**src/rtl/pll_lock_monitor.sv**
```systemverilog
// PLL lock monitor: measures pll_clk against ext_clk over fixed reference windows,
// declares lock after consecutive in-range windows and steers clock source/divider selects.
module pll_lock_monitor #(
    parameter int REF_CYCLES   = 16,
    parameter int CNT_W        = 16,
    parameter int LOCK_WINDOWS = 4,
    parameter int ACQ_TIMEOUT  = 32
) (
    input  logic             pll_clk,
    input  logic             resetb,
    input  logic             ext_clk,
    input  logic             sw_pll_req,
    input  logic [CNT_W-1:0] min_count,
    input  logic [CNT_W-1:0] max_count,
    input  logic [2:0]       sel_req,
    input  logic [2:0]       sel2_req,
    output logic             ext_clk_sel,
    output logic [2:0]       sel,
    output logic [2:0]       sel2,
    output logic             locked,
    output logic             pll_fault,
    output logic [CNT_W-1:0] meas_count,
    output logic             meas_valid
);

    localparam int TW = $clog2(REF_CYCLES + 1);
    localparam int GW = $clog2(LOCK_WINDOWS + 1);
    localparam int WW = $clog2(ACQ_TIMEOUT + 1);

    typedef enum logic [1:0] {S_EXT, S_ACQ, S_LOCKED, S_FAULT} state_t;

    state_t state, state_nxt;

    logic ext_s1, ext_s2, ext_s3, tick;
    logic req_s1, req_sync;

    logic             win_open;
    logic [TW-1:0]    tick_cnt;
    logic [CNT_W-1:0] cyc_cnt;
    logic             cyc_sat, close_tick, win_close, win_good, restart;
    logic [CNT_W-1:0] win_count;

    logic [GW-1:0] good_cnt;
    logic [WW-1:0] win_cnt;
    logic          ext_sel_nxt, locked_nxt, fault_nxt;

    always_ff @(posedge pll_clk or negedge resetb) begin
        if (!resetb) begin
            ext_s1   <= 1'b0;
            ext_s2   <= 1'b0;
            ext_s3   <= 1'b0;
            req_s1   <= 1'b0;
            req_sync <= 1'b0;
        end else begin
            ext_s1   <= ext_clk;
            ext_s2   <= ext_s1;
            ext_s3   <= ext_s2;
            req_s1   <= sw_pll_req;
            req_sync <= req_s1;
        end
    end

    assign tick = ext_s2 & ~ext_s3;

    // Entering ACQUIRE throws away whatever window was in progress.
    assign restart    = (state == S_EXT) && req_sync;
    assign cyc_sat    = win_open && (cyc_cnt == '1);
    assign close_tick = win_open && tick && (tick_cnt == TW'(REF_CYCLES - 1));
    assign win_close  = !restart && (cyc_sat || close_tick);
    assign win_count  = cyc_sat ? '1 : cyc_cnt + CNT_W'(1);
    assign win_good   = (win_count >= min_count) && (win_count <= max_count);

    always_ff @(posedge pll_clk or negedge resetb) begin
        if (!resetb) begin
            win_open   <= 1'b0;
            tick_cnt   <= '0;
            cyc_cnt    <= '0;
            meas_count <= '0;
            meas_valid <= 1'b0;
        end else begin
            meas_valid <= win_close;
            if (win_close)
                meas_count <= win_count;
            if (restart) begin
                win_open <= 1'b0;
            end else if (tick && (!win_open || close_tick)) begin
                // the closing tick doubles as the opening tick of the next window
                win_open <= 1'b1;
                tick_cnt <= '0;
                cyc_cnt  <= '0;
            end else if (cyc_sat) begin
                win_open <= 1'b0;
            end else if (win_open) begin
                cyc_cnt <= cyc_cnt + CNT_W'(1);
                if (tick)
                    tick_cnt <= tick_cnt + TW'(1);
            end
        end
    end

    always_ff @(posedge pll_clk or negedge resetb) begin
        if (!resetb) begin
            state       <= S_EXT;
            good_cnt    <= '0;
            win_cnt     <= '0;
            ext_clk_sel <= 1'b1;
            locked      <= 1'b0;
            pll_fault   <= 1'b0;
        end else begin
            state       <= state_nxt;
            ext_clk_sel <= ext_sel_nxt;
            locked      <= locked_nxt;
            pll_fault   <= fault_nxt;
            if (restart) begin
                good_cnt <= '0;
                win_cnt  <= '0;
            end else if ((state == S_ACQ) && win_close) begin
                win_cnt  <= win_cnt + WW'(1);
                good_cnt <= win_good ? good_cnt + GW'(1) : '0;
            end
        end
    end

    always_comb begin
        state_nxt = state;
        case (state)
            S_EXT: begin
                if (req_sync)
                    state_nxt = S_ACQ;
            end
            S_ACQ: begin
                if (!req_sync)
                    state_nxt = S_EXT;
                else if (win_close) begin
                    if (win_good && (good_cnt == GW'(LOCK_WINDOWS - 1)))
                        state_nxt = S_LOCKED;
                    else if (win_cnt == WW'(ACQ_TIMEOUT - 1))
                        state_nxt = S_FAULT;
                end
            end
            S_LOCKED: begin
                if (!req_sync)
                    state_nxt = S_EXT;
                else if (win_close && !win_good)
                    state_nxt = S_FAULT;
            end
            S_FAULT: begin
                if (!req_sync)
                    state_nxt = S_EXT;
            end
            default: state_nxt = S_EXT;
        endcase
    end

    // Outputs decoded from the next state and registered alongside it, so they never glitch.
    always_comb begin
        ext_sel_nxt = (state_nxt != S_LOCKED);
        locked_nxt  = (state_nxt == S_LOCKED);
        fault_nxt   = (state_nxt == S_FAULT);
    end

    always_ff @(posedge pll_clk or negedge resetb) begin
        if (!resetb) begin
            sel  <= 3'd0;
            sel2 <= 3'd0;
        end else if (ext_clk_sel) begin
            sel  <= sel_req;
            sel2 <= sel2_req;
        end
    end

endmodule

```
**config.mk**
```make
export PLATFORM = sky130hd
export DESIGN_NAME = pll_lock_monitor
export DESIGN_NICKNAME = d
export VERILOG_FILES = /design/src/rtl/pll_lock_monitor.sv
export SDC_FILE = /design/constraint.sdc
export NUM_CORES = 1
export LEC_CHECK = 0
export ABC_AREA = 1
export CAP_MARGIN = 10
export CORE_MARGIN = 10
export CORE_UTILIZATION = 40
export DETAILED_ROUTE_END_ITERATION = 7
export PLACE_DENSITY_LB_ADDON = 0.05
export SETUP_SLACK_MARGIN = 0.15
export SLEW_MARGIN = 5
export SYNTH_ARGS = -nofsm -noshare
export SYNTH_HDL_FRONTEND = slang
export SYNTH_SLANG_ARGS = --single-unit
```
**constraint.sdc**
```tcl
create_clock -name pll_clk -period 3.6 [get_ports pll_clk]
set_input_delay 0.9 -clock pll_clk [delete_from_list [all_inputs] [get_ports pll_clk]]
set_output_delay 0.9 -clock pll_clk [all_outputs]
set_load 0.01 [all_outputs]
```
Yosys cells after proc, flatten, opt, wreduce, memory -nomap -nowiden

Index checks and enable logic that the tools add are counted.

Bits in registers: 64
Output and inout port bits: 26

Add/subtract/negate cells: 4
$lt $le $gt $ge: 2
Equal/unequal tests: 11
Muxes and demuxes: 25
Bitwise logic cells: 3
Reductions and logical operators: 22

Operators by type and width:

| operator                | number |
|---|---|
| $mux W16                | 4 |
| $mux W5                 | 4 |
| $add A16 B1 Y16 const B | 1 |
| $eq A16 B16 Y1 const B  | 1 |
| $ge A16 B16 Y1          | 1 |
| $le A16 B16 Y1          | 1 |
| $mux W2                 | 8 |
| $mux W6                 | 2 |
| $logic_and A1 B1 Y1     | 10 |
| $mux W3                 | 3 |
| $eq A2 B2 Y1 const B    | 4 |
| $pmux W2 S4             | 1 |
| $add A6 B1 Y6 const B   | 1 |
| $eq A6 B5 Y1 const B    | 1 |
| $reduce_bool A2 Y1      | 3 |
| $add A5 B1 Y5 const B   | 1 |
| $eq A5 B4 Y1 const B    | 1 |
| $reduce_and A4 Y1       | 1 |
| $add A3 B1 Y3 const B   | 1 |
| $eq A3 B2 Y1 const B    | 1 |
| $logic_not A1 Y1        | 3 |
| $mux W1                 | 3 |
| $reduce_and A3 Y1       | 1 |
| $reduce_bool A3 Y1      | 1 |
| 7 further kinds         | 9 |

Logic depth before layout (Yosys ltp)

Depth in word-level cells: 11
Mapped depth: 24
Depth with buffers taken out: 24

Worst setup path before layout

Ideal clock, no wire load.

Path type: flip-flop to flip-flop
Start: register cyc_cnt[2]
End: register pll_fault
Library setup time: 0.113 ns
Data arrival time: 2.625 ns
Path slack: 0.862 ns
Stages on the path, launching flop included: 21
Path buffers: 0
Cell sequence: dfrtp_1 nand3_1 nor2_1 nand4_1 nor2_1 nand3_1 nor2_1 xor2_1 nand2_1 ha_1 nand2_1 nor3_1 nand3_1 nand2_1 nand2_1 nand2_1 nand2_1 nand2_1 nand3_1 nand2_1 inv_1

Word-level cells in the longest chain between the ends: 11
Elaborated cells between the ends (all ways): 19
Classes of those cells: add/sub: 1; order compare: 2; eq/ne: 2; mux: 7; reduce/logical: 7

RTL lines:

| what                                                    | RTL line | RTL |
|---|---|---|
| from (decl)                                             | 39       | `logic [CNT_W-1:0] cyc_cnt;` |
| from (signal assigned)                                  | 94       | `cyc_cnt <= cyc_cnt + CNT_W'(1);` |
| branches (longest 2 deep; another with $add A16 B1 Y16) | -        |  |
| $mux W16 *                                              | 70       | `assign win_count = cyc_sat ? '1 : cyc_cnt + CNT_W'(1);` |
| net win_count[13]                                       | 41       | `logic [CNT_W-1:0] win_count;` |
| $ge A16 B16 Y1 or $le A16 B16 Y1 (tied branches)        | 71       | `assign win_good = (win_count >= min_count) && (win_count <= max_count);` |
| $logic_and A1 B1 Y1 *                                   | 71       |  |
| $logic_and A1 B1 Y1 or $logic_not A1 Y1 (tied branches) | 135, 144 |  |
| $mux W2 or $logic_and A1 B1 Y1 (tied branches)          | 135, 144 |  |
| $mux W2 (on tied branches)                              | 134, 144 |  |
| $mux W2 (on tied branches)                              | 132, 142 |  |
| $pmux W2 S4 *                                           | 126      | `case (state)` |
| net state_nxt[0]                                        | 32       | `state_t state, state_nxt;` |
| $eq A2 B2 Y1 *                                          | 159      | `fault_nxt = (state_nxt == S_FAULT);` |
| net fault_nxt                                           | 45       | `logic ext_sel_nxt, locked_nxt, fault_nxt;` |
| to (signal assigned)                                    | 113      | `pll_fault <= fault_nxt;` |
| to (decl)                                               | 21       | `output logic pll_fault,` |

Mark *: on every way through the listed nets, which the timed path passes.
A chain may end at the register's enable or synchronous reset.

Worst setup path after layout

Same ends and word-level chain as after synthesis.

==> impl_results.md <==
* FP Rows at 35
* Mapped Cells at 453
* Bufs on Longest Clock Path at 2
* Most common cell type on the critical path: nand2_1
* Unrepaired setup endpoints after global routing: no
* Largest net degree at the start of global routing at 36
* Slowest cell on the critical path: dfrtp_1
* Status: finished clean
* First-pass GRT wire length at 16330 um
* Gpl congestion at 0.8096
* Clock H-tree levels at 3
* Fin cells at ~660
* Hold Path Stages at 0
* Critical Path Sink Type: flop
* Initial Util at 0.4120
* Seq/Total Area, Yosys at 0.4190
* DPL Wire Length at 7563 um
* Via Count at 3230
* Synth-to-Final Area Change at 28.03%
* GRT Max-Usage Layer: met2
* Clock Pin Slew Worst Setup and Hold Paths at 0.07 ns
* Crit Path Class: reg -> reg
* Total chip power at between 1.5 and 2 mW
* Iteration-0 DRC Markers at ~190
* Synth Flop Type: dfrtp_1
* GRT overflow at 0
* Warnings from Yosys at 0
* Final Instance Area at 4897 sq um
* Post-layout util at 0.5275
* Leak Pwr at 2.424 nW
* Critical path data required time at 3.84 ns
* DR vias/cell at about 4.9
* CTS tree: done
* Drt wl/cell at between 10 and 15 um
* Core box area at 9284 sq um
* Slew @ Worst Pin at 0.9824 ns
* Peak fanout along the critical path at 4
* Smallest hold slack at 0.3467 ns
* FF-to-FF path depth at 20
* Fin. Hold Viols at 0
* Share of cells above drive strength 1 at 0.09720
* Synth area leader: dfrtp_1
* Hold endpoint: req_sync$_DFF_PN0_
* Hold-fix buffers, CTS at 0
* CP Launch Type: flop
* Initial antenna violation count at 0
* Area post-placement at about 4600 sq um
* Synthesized flop and latch total at 64
* Final setup fails at 0
* HP Class: reg -> reg
* Register-to-Register Setup Slack at 0.46 ns
* Synthesized cell area at 3825 sq um
* Worst vdd ir at about 0.23 mV
* Routed wire length at slightly below 10000 um
* Synth area leaders: dfrtp_1, ha_1, nand2_1
* Vias in the first global route at around 3200
* Post-synth net total at 533
* Clk_skew at 0.005745 ns
* Hold path start: req_s1$_DFF_PN0_
* Min setup slack post-route at between 0.4 and 0.5 ns
* Post-synth top area share at 0.4122
* Num CTS Buffers at 9
* Routed Antenna Nets at 0
* Max Cap Violations at 0
* Highest clock rate at 0.3188 GHz
* Number of synthesized flops with an enable pin at 0
* Dominant cell by count in the synthesized netlist: nand2_1
* Fraction of registers with async set/reset at 1.000
* Drt drc at 0
* Post-route minimum period at 3.137 ns
* Nets at 610
* Grt met2 use at 0.2133
* Worst-skew pair later-pin latency at 0.33 ns
* Dpl cells at 644
* Die area at 13870 sq um
* Netlist cell types at 38
* Clock Tree Root: clkbuf_8
* Final Cycle Share at 0.8714
* R2R Path Start: cyc_cnt[2]$_DFFE_PN0P_
* Crit-path cells: nand3_1 -> nor2_1 -> nand4_1 -> nor2_2 -> nand3_1 -> nor2_2 -> xor2_2 -> nand2_1 -> ha_1 -> nand4_1 -> nor3_1 -> nand3_1 -> nand2_1 -> nand2_1 -> nand2_1 -> nand2_1 -> nand2_1 -> nand3_1 -> nand2_1 -> inv_1
* Drt pass-1 iters at 4
* Ports at 68
* Port Buffers at 67
* CP peak stage delay at 0.38 ns
* Setup TNS at 0 ns
* Met1 Usage GRT at 0.1939
* Total GRT Usage at 0.1411
* Met3 Usage GRT at 0.03933
* Die width at ~120 um
* CTS Sinks at 64
* Pwr/cell area at roughly 370 nW/um^2
* Reg2reg end: pll_fault$_DFF_PN0_
* Slew Viols, Final at 0
* Pre-CTS setup slack at 0.1767 ns
* Antenna cells at 0
* Die Y-Extent at 117.8 um
* Slew HR at 0.3436
* Worst EP arrival at between 3 and 4 ns
* Synth cell count leaders: nand2_1, inv_1, dfrtp_1, nor2_1, ha_1
* Syn avg cell area at 8.444 sq um
## cells in the final DEF (no fill, tap or decap), types with 2 or more instances in the layout
| cell type | netlist | routed |
|---|---|---|
| clkdlybuf4s50_1 | 0 | 66 |
| nor3_1 | 5 | 3 |
| nand4_2 | 2 | 2 |
| nand4_1 | 5 | 5 |
| nor2_2 | 0 | 2 |
| ha_1 | 38 | 38 |
| clkbuf_8 | 0 | 9 |
| nor2_4 | 2 | 2 |
| inv_1 | 77 | 77 |
| clkinvlp_4 | 0 | 3 |
| nor3_2 | 2 | 4 |
| a31oi_1 | 15 | 15 |
| nand3_1 | 18 | 17 |
| mux2_2 | 6 | 6 |
| nand2_4 | 2 | 2 |
| nor4_1 | 2 | 2 |
| nand2_1 | 86 | 86 |
| o21bai_1 | 3 | 3 |
| o22ai_1 | 15 | 15 |
| nor2_1 | 42 | 40 |
| clkinv_4 | 0 | 2 |
| a21oi_1 | 15 | 15 |
| nand3_2 | 1 | 2 |
| o21ai_0 | 10 | 10 |
| o31ai_1 | 3 | 3 |
| nand2_2 | 3 | 3 |
| buf_4 | 0 | 8 |
| dfrtp_1 | 63 | 63 |
| xor2_1 | 16 | 15 |
## sequential cells by signal, summed over array words and instances, names as in the netlist, 2 cells and up
signal / cells
cyc_cnt: 16
good_cnt: 3
meas_count: 16
sel: 3
sel2: 3
state: 2
tick_cnt: 5
win_cnt: 6
## routing by layer
layer  wire length, um  vias to the layer above
li1                  -                     1640
met1              4965                     1494
met2              4146                       84
met3               507                       12
met4               126                        0
met5                 0                        -
## worst max-delay path, delay by kind of cell, from the launching register on
family / cells / cell delay [ns]
AND/OR/NAND/NOR: 17 / 2.10
adder cells (fa/ha/maj): 1 / 0.30
flip-flops: 1 / 0.38
buffers and inverters: 1 / 0.04
XOR/XNOR: 1 / 0.21
## worst max path at each step
stage,to,cells after the start,startpoint
after floorplan,pll_fault$_DFF_PN0_,20,cyc_cnt[2]$_DFFE_PN0P_
after global placement,pll_fault$_DFF_PN0_,20,cyc_cnt[2]$_DFFE_PN0P_
after detailed placement,pll_fault$_DFF_PN0_,20,cyc_cnt[2]$_DFFE_PN0P_
after CTS,pll_fault$_DFF_PN0_,20,cyc_cnt[2]$_DFFE_PN0P_
after global routing,pll_fault$_DFF_PN0_,20,cyc_cnt[2]$_DFFE_PN0P_
final,pll_fault$_DFF_PN0_,20,cyc_cnt[2]$_DFFE_PN0P_
## cells by family (layout without fill, tap and decap cells)
family                     Yosys count  count (layout)  synth area share
and+or+nand+nor                    172             172            0.2015
buffers and inverters               88             170           0.08865
AOI/OAI and AO/OA                   67              67            0.1073
DFF                                 64              64            0.4190
adders and majority gates           38              38            0.1243
xor gates and xnor gates            17              17           0.03893
muxes                                7               7           0.02028
## power by group
| group | leakage [nW] | internal, mW | switching, mW |
|---|---|---|---|
| sequential | 0.856 | 0.758 | 0.0315 |
| clock | 0.0887 | 0.322 | 0.294 |
| combinational | 1.48 | 0.158 | 0.228 |
## area by class of cell
cell class | instances | area (sq um)
Sequential cell | 64 | 1603
Clock inverter | 6 | 70.07
Tap cell | 129 | 161.4
Multi-Input combinational cell | 301 | 1911
Inverter | 79 | 299.0
Timing Repair Buffer | 75 | 725.7
Fill cell | 872 | 4387
Clock buffer | 10 | 127.6
## repair_timing
action / CTS / global route
endpoints found under the setup margin: 0 / 8
resized for setup: 0 / 6
setup buffers: 0 / 4
Note: power is estimated with default switching activity, not from simulation.
